`src/rtl/mem_access_stage_pkg.sv`:
```
// mem_access_stage_pkg: func3 size codes, MEM FSM states and lane width shared by the MEM stage
package mem_access_stage_pkg;
    localparam logic [2:0] F3_B  = 3'b000;
    localparam logic [2:0] F3_H  = 3'b001;
    localparam logic [2:0] F3_W  = 3'b010;
    localparam logic [2:0] F3_BU = 3'b100;
    localparam logic [2:0] F3_HU = 3'b101;
    localparam int LANE_W = 8;
    typedef enum logic [1:0] {IDLE, REQ, RESP} state_t;
endpackage

```
`src/rtl/mem_access_stage_load_align.sv`:
```
// load_align_ext: shifts the read word to the addressed lane and sign/zero-extends it by func3
//   rdata  in  32  read data word from memory
//   a      in  2   byte offset of the access
//   func3  in  3   access size/sign code
//   result out 32  write-back value (word loads and undefined codes pass rdata through)
module load_align_ext
    import mem_access_stage_pkg::*;
(
    input  logic [31:0] rdata,
    input  logic [1:0]  a,
    input  logic [2:0]  func3,
    output logic [31:0] result
);
    logic [31:0] sh;
    assign sh = rdata >> (LANE_W * a);
    assign result = func3 == F3_B  ? {{24{sh[7]}}, sh[7:0]} :
                    func3 == F3_H  ? {{16{sh[15]}}, sh[15:0]} :
                    func3 == F3_BU ? {24'b0, sh[7:0]} :
                    func3 == F3_HU ? {16'b0, sh[15:0]} : rdata;
endmodule

```
`src/rtl/mem_access_stage.sv`:
```
// mem_access_stage: RV32 MEM stage with req/gnt/rvalid data-memory handshake, store lanes and load alignment
//   clk, rst (async active-low)
//   alu_out, rs2_data, rd_index, dm_w_en, wb_sel, wb_en, func3, halt : registered E/M inputs
//   dm_req, dm_we, dm_addr, dm_wdata, dm_be / dm_gnt, dm_rvalid, dm_rdata : data-memory bus
//   mem_stall : freezes IF..EX while the current op cannot retire this edge
//   mw_wb_data, mw_rd_index, mw_wb_en, mw_halt : M/W register
//   misalign_err, bus_err : one-cycle error pulses aligned with the M/W bubble they cause
module mem_access_stage
    import mem_access_stage_pkg::*;
#(
    parameter int TIMEOUT_CYC = 255
) (
    input  logic        clk,
    input  logic        rst,
    input  logic [31:0] alu_out,
    input  logic [31:0] rs2_data,
    input  logic [4:0]  rd_index,
    input  logic [3:0]  dm_w_en,
    input  logic        wb_sel,
    input  logic        wb_en,
    input  logic [2:0]  func3,
    input  logic        halt,
    output logic        dm_req,
    output logic        dm_we,
    output logic [31:0] dm_addr,
    output logic [31:0] dm_wdata,
    output logic [3:0]  dm_be,
    input  logic        dm_gnt,
    input  logic        dm_rvalid,
    input  logic [31:0] dm_rdata,
    output logic        mem_stall,
    output logic [31:0] mw_wb_data,
    output logic [4:0]  mw_rd_index,
    output logic        mw_wb_en,
    output logic        mw_halt,
    output logic        misalign_err,
    output logic        bus_err
);
    state_t st, nxt;
    logic [7:0] cnt;
    logic is_store, is_load, mem_op, is_b, is_h, misal, tmo;
    logic [3:0] be;
    logic [31:0] wdata, ld_data;
    assign is_store = |dm_w_en;
    assign is_load  = wb_sel & wb_en & ~is_store;
    assign mem_op   = is_store | is_load;
    assign is_b     = func3 == F3_B || func3 == F3_BU;
    assign is_h     = func3 == F3_H || func3 == F3_HU;
    assign misal    = mem_op & (is_h ? alu_out[0] : ~is_b & |alu_out[1:0]);
    assign be       = is_b ? 4'b0001 << alu_out[1:0] : is_h ? 4'b0011 << alu_out[1:0] : 4'hF;
    assign wdata    = is_b ? {24'b0, rs2_data[7:0]} << (LANE_W * alu_out[1:0]) :
                      is_h ? {16'b0, rs2_data[15:0]} << (LANE_W * alu_out[1:0]) : rs2_data;
    // Timeout only fires when the handshake makes no progress in this cycle.
    assign tmo      = st != IDLE && cnt == 8'(TIMEOUT_CYC - 1) &&
                      !(st == REQ && dm_gnt) && !(st == RESP && dm_rvalid);
    assign dm_req   = (st == IDLE && mem_op && !misal) || st == REQ;
    assign dm_we    = dm_req & is_store;
    assign dm_addr  = dm_req ? {alu_out[31:2], 2'b00} : 32'b0;
    assign dm_be    = dm_req ? be : 4'b0;
    assign dm_wdata = dm_req ? wdata : 32'b0;
    load_align_ext u_align (
        .rdata  (dm_rdata),
        .a      (alu_out[1:0]),
        .func3  (func3),
        .result (ld_data)
    );
    always_comb begin
        nxt = st;
        mem_stall = 1'b0;
        case (st)
            IDLE, REQ: if (dm_req) begin
                nxt = dm_gnt ? (is_load ? RESP : IDLE) : REQ;
                mem_stall = is_load | ~dm_gnt;
            end
            RESP: begin
                nxt = dm_rvalid ? IDLE : RESP;
                mem_stall = ~dm_rvalid;
            end
            default: nxt = IDLE;
        endcase
        if (tmo) begin
            nxt = IDLE;
            mem_stall = 1'b0;
        end
    end
    always_ff @(posedge clk or negedge rst) begin
        if (!rst) begin
            st  <= IDLE;
            cnt <= 8'd0;
        end else begin
            st  <= nxt;
            cnt <= nxt != st ? 8'd0 : st != IDLE ? cnt + 8'd1 : cnt;
        end
    end
    // Stall cycles insert a full bubble; data/rd are held so only the enables matter downstream.
    always_ff @(posedge clk or negedge rst) begin
        if (!rst) begin
            mw_wb_data   <= 32'b0;
            mw_rd_index  <= 5'b0;
            mw_wb_en     <= 1'b0;
            mw_halt      <= 1'b0;
            misalign_err <= 1'b0;
            bus_err      <= 1'b0;
        end else begin
            misalign_err <= misal;
            bus_err      <= tmo;
            if (mem_stall) begin
                mw_wb_en <= 1'b0;
                mw_halt  <= 1'b0;
            end else begin
                mw_wb_en    <= wb_en & ~misal & ~tmo;
                mw_halt     <= halt;
                mw_rd_index <= rd_index;
                mw_wb_data  <= is_load ? ld_data : alu_out;
            end
        end
    end
endmodule

```
`config.mk`:
```
export PLATFORM = sky130hd
export DESIGN_NAME = mem_access_stage
export DESIGN_NICKNAME = d
export VERILOG_FILES = /design/src/rtl/mem_access_stage_pkg.sv /design/src/rtl/mem_access_stage_load_align.sv /design/src/rtl/mem_access_stage.sv
export SDC_FILE = /design/constraint.sdc
export NUM_CORES = 1
export LEC_CHECK = 0
export BUFFER_PORTS_ARGS = -buffer_cell sky130_fd_sc_hd__clkbuf_2
export CAP_MARGIN = 15
export CORE_UTILIZATION = 30
export CTS_CLUSTER_DIAMETER = 100
export DETAILED_ROUTE_END_ITERATION = 8
export SYNTH_ARGS = -nofsm -noshare
export SYNTH_HDL_FRONTEND = slang
export SYNTH_SLANG_ARGS = --single-unit
```
`constraint.sdc`:
```
create_clock -name clk -period 2 [get_ports clk]
set_clock_uncertainty 0.1 [all_clocks]
set_input_delay 0.1 -clock clk [delete_from_list [all_inputs] [get_ports clk]]
set_output_delay 0.1 -clock clk [all_outputs]
set_load 0.03 [all_outputs]
```
**After elaboration in Yosys (flattened, before gate mapping)**

Index checks and enable logic that the tools add are counted.
Widths: inputs -> output; s select.

- Register bits: 51
- Bits in latches: 0
- RAM bits: 0
- Memory bits (read-only): 0
- Input port bits: 115
- Output and inout port bits: 112
- Logic and storage cells: 82
- Memories: 0

- $add $sub $neg: 1
- $mul: 0
- Divide/modulo/power cells: 0
- Magnitude comparators: 0
- Eq/ne operators: 7
- Shift-type cells: 5
- Multiplexer cells: 26
- Bitwise operators: 15
- Reductions and logical operators: 20

Operator list:

| kind | number |
|---|---|
| $mux 32 | 9 |
| $shl 16x5->32 | 1 |
| $shl 8x5->32 | 1 |
| $shr 32x5->16 | 1 |
| $mux 8 | 2 |
| $mux 4 | 3 |
| $mux 2 | 5 |
| $add 8x1->8 const B | 1 |
| $eq 8x8->1 const B | 1 |
| $and 1x1->1 | 7 |
| $logic_and 1x1->1 | 7 |
| $eq 3x3->1 const B | 2 |
| $not 1->1 | 6 |
| $mux 1 | 5 |
| $pmux 2 s2 | 1 |
| $reduce_bool 2->1 | 2 |
| $reduce_or 2->1 | 2 |
| $reduce_or 4->1 | 1 |
| $shl 1x2->4 const A | 1 |
| $shl 2x2->4 const A | 1 |
| $eq 3x1->1 const B | 1 |
| $logic_not 1->1 | 3 |
| $logic_not 3->1 | 1 |
| $logic_or 1x1->1 | 3 |
| other kinds (6) | 7 |

**Depth between registers and ports, before layout**

Gate-level depths: netlist (run 1).

- Depth in word-level cells: 14
- Gate-level depth with buffers: 11
- Gate-level depth less buffers: 7

**Modules after synthesis**

From an unflattened synthesis (run 1), not the netlist that was laid out.

- Cell total of the unflattened synthesis: 497
- Area, all modules: 4390.5 µm²

By module, submodules not included:

| module | times used | cells each | area an instance (µm²) |
|---|---|---|---|
| mem_access_stage | 1 | 367 | 3509.6 |
| load_align_ext | 1 | 130 | 880.8 |

**Worst setup path before layout (run 1)**

No wires, ideal clock.

- Path kind: input to output
- Start point: in alu_out[0]
- End point: out dm_addr[22]
- Arrival time: 2.288 ns
- Required time: 1.800 ns
- Setup slack: -0.488 ns
- Stages on the path: 10
- Path through: buf_2 -> inv_1 -> clkbuf_1 -> ha_1 -> inv_1 -> a221oi_1 -> o21bai_1 -> inv_2 -> clkbuf_1 -> and2_1

- Longest elaborated chain between the ends: 8

Ends and longest elaborated chain:

| element | line | text |
|---|---|---|
| from (decl) | mem_access_stage.sv:15 | `input logic [31:0] alu_out,` |
| $reduce_or 2->1 | mem_access_stage.sv:49 | `assign misal = mem_op & (is_h ? alu_out[0] : ~is_b & \|alu_out[1:0]);` |
| $and 1x1->1 | mem_access_stage.sv:49 |  |
| $mux 1 * | mem_access_stage.sv:49 |  |
| $and 1x1->1 * | mem_access_stage.sv:49 |  |
| $logic_not 1->1 * | mem_access_stage.sv:56 | `assign dm_req = (st == IDLE && mem_op && !misal) \|\| st == REQ;` |
| $logic_and 1x1->1 * | mem_access_stage.sv:56 |  |
| $logic_or 1x1->1 * | mem_access_stage.sv:56 |  |
| net dm_req | mem_access_stage.sv:23 | `output logic dm_req,` |
| $mux 32 * | mem_access_stage.sv:58 | `assign dm_addr = dm_req ? {alu_out[31:2], 2'b00} : 32'b0;` |
| to (decl) | mem_access_stage.sv:25 | `output logic [31:0] dm_addr,` |

The timed path passes the listed nets; every way through them passes the cells marked *.

**Worst setup path in the final report (run 1)**

- Start point: reg st[1]
- End point: out mem_stall

- Longest elaborated chain between the ends: 7

Ends and longest elaborated chain:

| element | line | text |
|---|---|---|
| from (decl) | mem_access_stage.sv:39 | `state_t st, nxt;` |
| from (signal assigned) | mem_access_stage.sv:91 | `st <= nxt;` |
| $logic_not 2->1 | mem_access_stage.sv:56, mem_access_stage.sv:70 |  |
| $logic_and 1x1->1 (2 in a row) | mem_access_stage.sv:56 |  |
| $logic_or 1x1->1 | mem_access_stage.sv:56 |  |
| $mux 1 | mem_access_stage.sv:71 | `IDLE, REQ: if (dm_req) begin` |
| $pmux 1 s2 | mem_access_stage.sv:70 | `case (st)` |
| $mux 1 * | mem_access_stage.sv:81 | `if (tmo) begin` |
| to (decl) | mem_access_stage.sv:31 | `output logic mem_stall,` |

Every way passes the cells marked *; elsewhere a longest branch is shown, timed or not.

==> flow_summary.toml, run 1 <==
[status]
status = "completed"

[pwr]
ir_drop_mv = 0.434
leakage_nw = 2.99
p_per_area_nw_per_um2 = 637

[clocking]
clkSinkCount = 51
clk_pin_slew_ns = 0.07
clk_latency_ns = 0.29
cts_tree = "done"
clk_path_buf_depth = 2
htree_levels = 2
root_buffer = "clkbuf_16"
cts_buffers = 5

[floorplan]
chipWidth_um = 119
initial_core_util = 0.309
row_count = 42
core_area_um2 = 13300
die_y_um = 119
design.die.area_um2 = 14100
boundaryPins = 227

[yosys]
synth_fa_ha_area_frac = 0.0183
yosysWarnings = 0
syn_area_per_cell_um2 = 8.29
synthMuxAreaShare = 0.131
synth_simple_gate_area_frac = 0.227
synthXorXnorAreaFrac = 0.0149
synth_top_family_by_area = "compound AO/OA/AOI/OAI gates"
synth-compound-area-share = 0.232
synth.distinct_cells = 60
synth_edf_count = 0
ys_ff_latch = 51
postSynth.topFlopCell = "dfrtp_1"
seq_area_frac_synth = 0.311
synthCells = 495
async_flop_share = 1.00
syn-cell-area_um2 = 4100

[critical_path]
critPathMaxFanout = 17
r2r-end = "mw_wb_data[2]$_DFFE_PN0N_"
cpPeakStageDelay_ns = 0.43
crit_chain = "or2_2, o221a_2, nor2b_4, buf_12, clkbuf_8"
worstSetupPathType = "reg2out"
startpoint_type = "register"
crit_path_end_kind = "output pin"
r2r_setup_slack_ns = 0.05
rr_worst_depth = 6
cp_slowest_cell = "dfrtp_1"
crit_required_ns = 1.80
r2r-start = "st[1]$_DFF_PN0_"
arrival_ns = 1.76

[drt]
wire_per_inst_um = 16.6
vias = 4731
via_per_inst = 5.19
drc_errors = 0
routed_wl_mm = 15.2
drt_iter0_markers = 317
dr.pass1.iters = 5
ant_nets = 0

[grt]
grt_pass1_wl_mm = 23.3
grt_max_degree = 52
antenna_found_initial = 0
grt_usage = 0.209
grt_pass1_vias = 4458
grt_overflow = 0

[place]
dp.cells = 885
numPortBuffers = 224
gp_congestion = 0.916
dp_hpwl_mm = 11.6

[layout]
layout_common_cells = "clkbuf_2 (223), nor2_1 (71), dfrtp_1 (51), buf_4 (39), a21oi_1 (37)"
sequential_cell_area_um2 = 1280
fin_cells = 911
layout-drive-gt1-share = 0.459
layout_commonest_cell = "clkbuf_2"
area_growth_pct = 43.3
finalNetCount = 855
multi_input_area_um2 = 2610
n_antenna_cell = 0
fill_cells = 1322

[run]
cap_violations = 0

[sta]
hold_violations = 0
hold_slack_ns = 0.0404
finalCritPeriodShare = 0.978
tightest_slew_ns = 0.675
max_freq_mhz = 511
rsz0062_at_grt = "true"
finalCriticalPeriod_ns = 1.96
slew_headroom = 0.550
maxSlewViolCount = 0
setup_viol = 0

[min_path]
hp-start = "wb_en"
min_delay_path_depth = 3
min_path_type = "in2reg"
whs_endpoint = "misalign_err$_DFF_PN0_"
==> cell usage after synthesis, types with 4 or more instances <==
master | instances | share of area
a21oi_1 | 37 | 0.045
a221o_1 | 8 | 0.020
a22o_1 | 9 | 0.019
a22oi_1 | 23 | 0.042
a31oi_1 | 5 | 0.0076
and2_1 | 30 | 0.046
and3_1 | 11 | 0.017
buf_2 | 7 | 0.0085
buf_4 | 5 | 0.0092
clkbuf_1 | 26 | 0.024
dfrtp_1 | 51 | 0.31
ha_1 | 6 | 0.018
inv_1 | 10 | 0.0092
mux2_2 | 32 | 0.088
mux2i_1 | 13 | 0.032
nand2_1 | 35 | 0.032
nand2b_1 | 7 | 0.011
nand3_1 | 4 | 0.0049
nor2_1 | 71 | 0.065
nor2b_1 | 7 | 0.011
o21ai_0 | 25 | 0.030
o221ai_1 | 6 | 0.013
o22ai_1 | 8 | 0.012
xor2_1 | 4 | 0.0085
==> cell families (layout without fill, tap and decap cells) <==
logic type      Yosys count  after routing
fa+ha+maj                 6              6
mux                      48             48
buf+inv                  56            295
compound gates          141            141
flops                    51             51
simple gates            185            185
other cells               1              2
xor+xnor                  7              7
==> worst max path at each step <==
stage | from | endpoint | slack (ns) | depth (start not counted)
2_1_floorplan | alu_out[0] | mw_wb_data[2]$_DFFE_PN0N_ | -0.06 | 11
5_1_grt | st[1]$_DFF_PN0_ | mem_stall | -0.008 | 5
3_3_place_gp | func3[1] | mw_wb_data[23]$_DFFE_PN0N_ | -0.11 | 9
3_5_place_dp | alu_out[1] | mw_wb_data[22]$_DFFE_PN0N_ | -0.14 | 8
6_report | st[1]$_DFF_PN0_ | mem_stall | 0.04 | 5
4_1_cts | alu_out[1] | dm_wdata[7] | 0.002 | 7
==> flip-flops by register name, indices dropped and copies added (netlist names) <==
register and count:
mw_wb_en 1, mw_rd_index 5, cnt 8, st 2, bus_err 1, misalign_err 1, mw_halt 1, mw_wb_data 32
==> timing repair <==
item | 4_1_cts | 5_1_grt
resized for setup | 3 | 4
setup endpoints to repair | 39 | 64
hold endpoints to repair | 59 | 0
pin swaps | 0 | 1
hold buffers | 9 | 0
cloned | 0 | 1
setup buffers | 2 | 6
==> power breakdown <==
| group | total [mW] | internal [mW] | switching, mW |
|---|---|---|---|
| combinational | 1.66 | 0.615 | 1.04 |
| clock | 0.863 | 0.462 | 0.401 |
| sequential | 1.23 | 1.15 | 0.0748 |
| total | 3.75 | 2.23 | 1.52 |
==> layout make-up <==
type                            instances  area share
Multi-Input combinational cell        389       0.444
Tap cell                              176      0.0374
Timing Repair Buffer                  275       0.268
Clock buffer                            5      0.0213
Sequential cell                        51       0.217
Clock inverter                          3     0.00340
Inverter                               12     0.00872
==> critical path: cells and delay by family, from the launching register on <==
family                 cells  cell delay (ns)
buffers and inverters      2             0.33
AND/OR/NAND/NOR            2             0.46
flip-flops                 1             0.43
AO/OA/AOI/OAI              1             0.24
==> layer usage <==
| layer | routed length, um | vias to the layer above | track usage |
|---|---|---|---|
| met3 | 1010 | 19 | 0.0431 |
| met5 | 0 | - | 0 |
| met1 | 6700 | 2276 | 0.272 |
| met4 | 298 | 0 | 0.0641 |
| li1 | - | 2244 | - |
| met2 | 7150 | 192 | 0.345 |
==> per-stage QoR <==
| stage | util | power [mW] | setup WS, ns | area [um2] | setup TNS (ns) |
|---|---|---|---|---|---|
| global placement | 0.415 | 2.82 | -0.110 | 5520 | -2.05 |
| floorplan | - | 2.28 | -0.0554 | 4160 | -0.166 |
| global route | 0.442 | 3.94 | -0.00848 | 5880 | -0.0104 |
| finish | 0.442 | 3.75 | 0.0434 | 5880 | 0 |
| CTS | 0.435 | 3.74 | 0.00222 | 5780 | 0 |
| detailed placement | 0.415 | 2.84 | -0.143 | 5520 | -4.98 |
Note: power is estimated with default switching activity, not from simulation.
==> run 2, diff against run 1 <==
==> constraint.sdc (replaced) <==
create_clock -name clk -period 2 [get_ports clk]
set_clock_uncertainty 0.1 [all_clocks]
set_input_delay 0.2 -clock clk [delete_from_list [all_inputs] [get_ports clk]]
set_output_delay 0.2 -clock clk [all_outputs]
set_load 0.03 [all_outputs]
==> flow_summary.toml, run 2 (synthesized netlist as in run 1, its figures left out) <==
[status]
status = "finished with violations"
failed_checks = "setup timing"

[critical_path]
rr_worst_depth = 6
cpPeakStageDelay_ns = 0.24
crit_required_ns = 1.70
crit_chain = "clkbuf_2, buf_4, buf_16, nor2b_2, buf_4, a22oi_1, nor2_1, a21oi_1, nor2_4, clkbuf_8"
cp_slowest_cell = "buf_4"
worstSetupPathType = "in2out"
cpMostUsedCell = "buf_4"
critPathMaxFanout = 25
crit_path_end_kind = "output pin"
startpoint_type = "primary input"
arrival_ns = 1.74

[place]
dp_hpwl_mm = 12.3
numPortBuffers = 224
dpl-instance-area_um2 = 5740
place_ws_ns = -0.346
gp_congestion = 0.922

[drt]
drt_iter0_markers = 289
routed_wl_mm = 17.0
drc_errors = 0
dr.pass1.iters = 5
ant_nets = 0
wire_per_inst_um = 18.4
via_per_inst = 5.31
vias = 4902

[min_path]
min_delay_path_depth = 2
min_path_type = "in2reg"

[layout]
largest_reg_flops = 32
layout_commonest_cell = "clkbuf_2"
fin_util = 0.518
largest_register = "mw_wb_data"
n_antenna_cell = 0
postLayoutCellArea_um2 = 6890
top_regs = "mw_wb_data: 32 flops, cnt: 8 flops, mw_rd_index: 5 flops"
layout-drive-gt1-share = 0.533
area_growth_pct = 67.9
layout_common_cells = "clkbuf_2 (157), buf_4 (55), dfrtp_1 (51), nor2_1 (46), nand2_1 (35)"
finalNetCount = 868

[pwr]
ir_drop_mv = 0.361
p_per_area_nw_per_um2 = 615
leakage_nw = 3.32

[run]
cap_violations = 0

[floorplan]
chipWidth_um = 119
boundaryPins = 227
die_y_um = 119
core_area_um2 = 13300
row_count = 42
initial_core_util = 0.309
design.die.area_um2 = 14100

[clocking]
cts_tree = "done"
clk_pin_slew_ns = 0.08
clk_path_buf_depth = 2
clk_latency_ns = 0.30
htree_levels = 2
root_buffer = "clkbuf_16"
clkSinkCount = 51
cts_buffers = 5

[grt]
grt_usage = 0.227
grt_pass1_wl_mm = 25.2
grt_max_degree = 51
grt_pass1_vias = 4729
grt_overflow = 0
antenna_found_initial = 0

[sta]
setup_viol = 11
finalSetupTns_ns = -0.137
tightest_slew_ns = 0.727
worst_slack_ns = -0.0380
finalCritPeriodShare = 1.02
finalCriticalPeriod_ns = 2.04
maxSlewViolCount = 0
max_freq_mhz = 491
rsz0062_at_grt = "true"
slew_headroom = 0.516
hold_violations = 0
-- run 2: changes by cell type in the layout (fill, tap and decap cells not counted), sizes merged --
cell / delta
clkinv: -2
dlygate4sd3: -8
clkbuf: -45
buf: +66
inv: +3
clkinvlp: -1
-- run 2: repair_timing --
| item | 4_1_cts | 5_1_grt |
|---|---|---|
| cloned | 1 | 5 |
| hold buffers | 1 | 0 |
| pin swaps | 1 | 6 |
| setup endpoints to repair | 62 | 98 |
| buffers inserted | 7 | 8 |
| gates resized for setup | 100 | 141 |
| endpoints found under the hold margin | 22 | 0 |
-- run 2: final cells by class --
class	count	area [um2]
clock buffer	5	125
clock inverter	3	25.0
fill	1247	6400
inverter	12	52.6
multi-input combinational	389	2860
sequential	51	1280
tap	176	220
timing repair buffer	288	2330
-- run 2: report_power, final --
group,internal (mW),switching [mW],total [mW]
combinational,0.922,1.19,2.11
clock,0.474,0.436,0.910
sequential,1.15,0.0694,1.22
total,2.55,1.69,4.24
-- run 2: final timing paths --
check / startpoint / end / slack [ns]
max in group asynchronous: rst / mw_wb_data[31]$_DFFE_PN0N_ / 0.86
worst min-delay path: rd_index[4] / mw_rd_index[4]$_DFFE_PN0N_ / 0.02
worst max-delay path: func3[1] / dm_wdata[13] / -0.04
min in group asynchronous: rst / cnt[2]$_DFFE_PN0P_ / 0.35
worst max register to register: st[1]$_DFF_PN0_ / mw_wb_data[3]$_DFFE_PN0N_ / 0.13
worst min register to register: mw_wb_data[30]$_DFFE_PN0N_ / mw_wb_data[30]$_DFFE_PN0N_ / 0.41
-- run 2: critical path, delay by kind of cell --
| kind | cells | cell delay (ns) |
|---|---|---|
| AND/OR/NAND/NOR | 3 | 0.17 |
| AO/OA/AOI/OAI | 2 | 0.41 |
| buffers and inverters | 5 | 0.94 |
-- run 2: metrics by stage --
stage / cells / hold slack, ns / total power, mW
floorplan: 496 / -0.196 / 2.32
global placement: 894 / 0.154 / 2.91
detailed placement: 894 / 0.155 / 2.93
CTS: 911 / 0.0187 / 4.02
global route: 924 / 0.0251 / 4.42
finish: 924 / 0.0210 / 4.24
-- run 2: per-layer routing --
metal | share of wire | track usage
met1 | 0.42 | 0.295
met3 | 0.075 | 0.0546
met5 | 0 | 0
met4 | 0.028 | 0.0657
met2 | 0.48 | 0.372
==> run 3, diff against run 2 <==
--- a/config.mk
+++ b/config.mk
@@ -10,6 +10,7 @@
 export CORE_UTILIZATION = 30
 export CTS_CLUSTER_DIAMETER = 100
 export DETAILED_ROUTE_END_ITERATION = 8
+export SKIP_CTS_REPAIR_TIMING = 1
 export SYNTH_ARGS = -nofsm -noshare
 export SYNTH_HDL_FRONTEND = slang
 export SYNTH_SLANG_ARGS = --single-unit
==> flow_summary.toml, run 3 (synthesized netlist as in run 1, its figures left out) <==
[drt]
dr.pass1.iters = 5
routed_wl_mm = 17.0
drt_iter0_markers = 380
ant_nets = 0
vias = 4877
via_per_inst = 5.32
wire_per_inst_um = 18.5
drc_errors = 0

[clocking]
clk_latency_ns = 0.30
clk_pin_slew_ns = 0.08
clkSinkCount = 51
clk_path_buf_depth = 2
cts_tree = "done"
root_buffer = "clkbuf_16"
cts_buffers = 5
htree_levels = 2

[critical_path]
crit_path_end_kind = "output pin"
crit_family = "buffers and inverters"
r2r-end = "mw_wb_data[9]$_DFFE_PN0N_"
crit_required_ns = 1.70
cpMostUsedCell = "buf_4"
r2r-start = "cnt[2]$_DFFE_PN0P_"
path_buf_inv = 4
cpPeakStageDelay_ns = 0.62
cp_slowest_cell = "o21bai_1"
cp.depth = 6
r2r_setup_slack_ns = 0.09
arrival_ns = 1.76
crit_chain = "buf_4, buf_4, buf_4, o21bai_1, and3_1, buf_6"
rr_worst_depth = 7
startpoint_type = "primary input"
critPathMaxFanout = 19
worstSetupPathType = "in2out"

[min_path]
whs_endpoint = "mw_rd_index[4]$_DFFE_PN0N_"
min_delay_path_depth = 2
min_path_type = "in2reg"
hp-start = "rd_index[4]"

[layout]
layout_common_cells = "clkbuf_2 (153), buf_6 (57), buf_4 (51), dfrtp_1 (50), nor2_1 (49)"
area_growth_pct = 61.8
postLayoutCellArea_um2 = 6640
largest_register = "mw_wb_data"
largest_reg_flops = 32
finalNetCount = 860
fin_util = 0.499
top_regs = "mw_wb_data: 32 flops, cnt: 8 flops, mw_rd_index: 5 flops"
layout_commonest_cell = "clkbuf_2"
layout-drive-gt1-share = 0.530
n_antenna_cell = 0
fill_cells = 1290

[place]
numPortBuffers = 224
dp_hpwl_mm = 12.3
dpl-instance-area_um2 = 5740
gp_congestion = 0.922

[run]
cap_violations = 0

[sta]
max_freq_mhz = 486
slew_headroom = 0.492
worst_slack_ns = -0.0565
setup_viol = 23
finalCritPeriodShare = 1.03
rsz0062_at_grt = "true"
maxSlewViolCount = 0
finalCriticalPeriod_ns = 2.06
tightest_slew_ns = 0.760
hold_violations = 0

[status]
status = "finished with violations"
failed_checks = "setup timing"

[floorplan]
row_count = 42
core_area_um2 = 13300
boundaryPins = 227
initial_core_util = 0.309
die_y_um = 119
design.die.area_um2 = 14100
chipWidth_um = 119

[grt]
grt_max_degree = 51
grt_overflow = 0
antenna_found_initial = 0
grt_pass1_wl_mm = 24.3
grt_pass1_vias = 4613
grt_usage = 0.218

[pwr]
leakage_nw = 3.23
p_per_area_nw_per_um2 = 623
ir_drop_mv = 0.407
-- run 3: per-stage QoR --
| stage | TNS (ns) | hold slack, ns | std cells | power, mW | setup slack (ns) |
|---|---|---|---|---|---|
| 6_report | -0.371 | 0.0192 | 916 | 4.14 | -0.0565 |
| 3_5_place_dp | -11.57 | 0.155 | 894 | 2.93 | -0.346 |
| 4_1_cts | -7.29 | -0.171 | 902 | 3.85 | -0.354 |
| 2_1_floorplan | -4.13 | -0.196 | 496 | 2.32 | -0.155 |
| 5_1_grt | -3.33 | 0.0257 | 916 | 4.32 | -0.113 |
| 3_3_place_gp | -9.79 | 0.154 | 894 | 2.91 | -0.310 |
-- run 3: layer usage --
metal | up-vias | GRT usage | part of all wire
met5 | - | 0 | 0
li1 | 2258 | - | -
met4 | 0 | 0.0665 | 0.025
met2 | 234 | 0.353 | 0.47
met1 | 2350 | 0.288 | 0.43
met3 | 35 | 0.0503 | 0.072
-- run 3: area by class of cell --
type | instances | area, um2 | share of cell area
timing repair buffer | 280 | 2130 | 0.321
inverter | 12 | 52.6 | 0.00791
multi-input combinational | 389 | 2810 | 0.423
clock buffer | 5 | 125 | 0.0188
clock inverter | 3 | 25.0 | 0.00377
tap | 176 | 220 | 0.0332
sequential | 51 | 1280 | 0.192
-- run 3: worst max path at each step --
| stage | slack, ns | to | startpoint |
|---|---|---|---|
| after global placement | -0.31 | dm_wdata[10] | func3[0] |
| final | -0.06 | dm_wdata[3] | alu_out[1] |
| after detailed placement | -0.35 | dm_wdata[10] | func3[0] |
| after CTS | -0.35 | dm_wdata[10] | func3[0] |
| after global routing | -0.11 | dm_wdata[3] | alu_out[1] |
| after floorplan | -0.16 | mw_wb_data[2]$_DFFE_PN0N_ | alu_out[0] |
-- run 3: power by group --
group          total (mW)  switching, mW  internal [mW]  leakage, nW
Combinational        2.00           1.15          0.852         2.54
Clock               0.906          0.432          0.474       0.0708
Sequential           1.23         0.0780           1.15        0.617
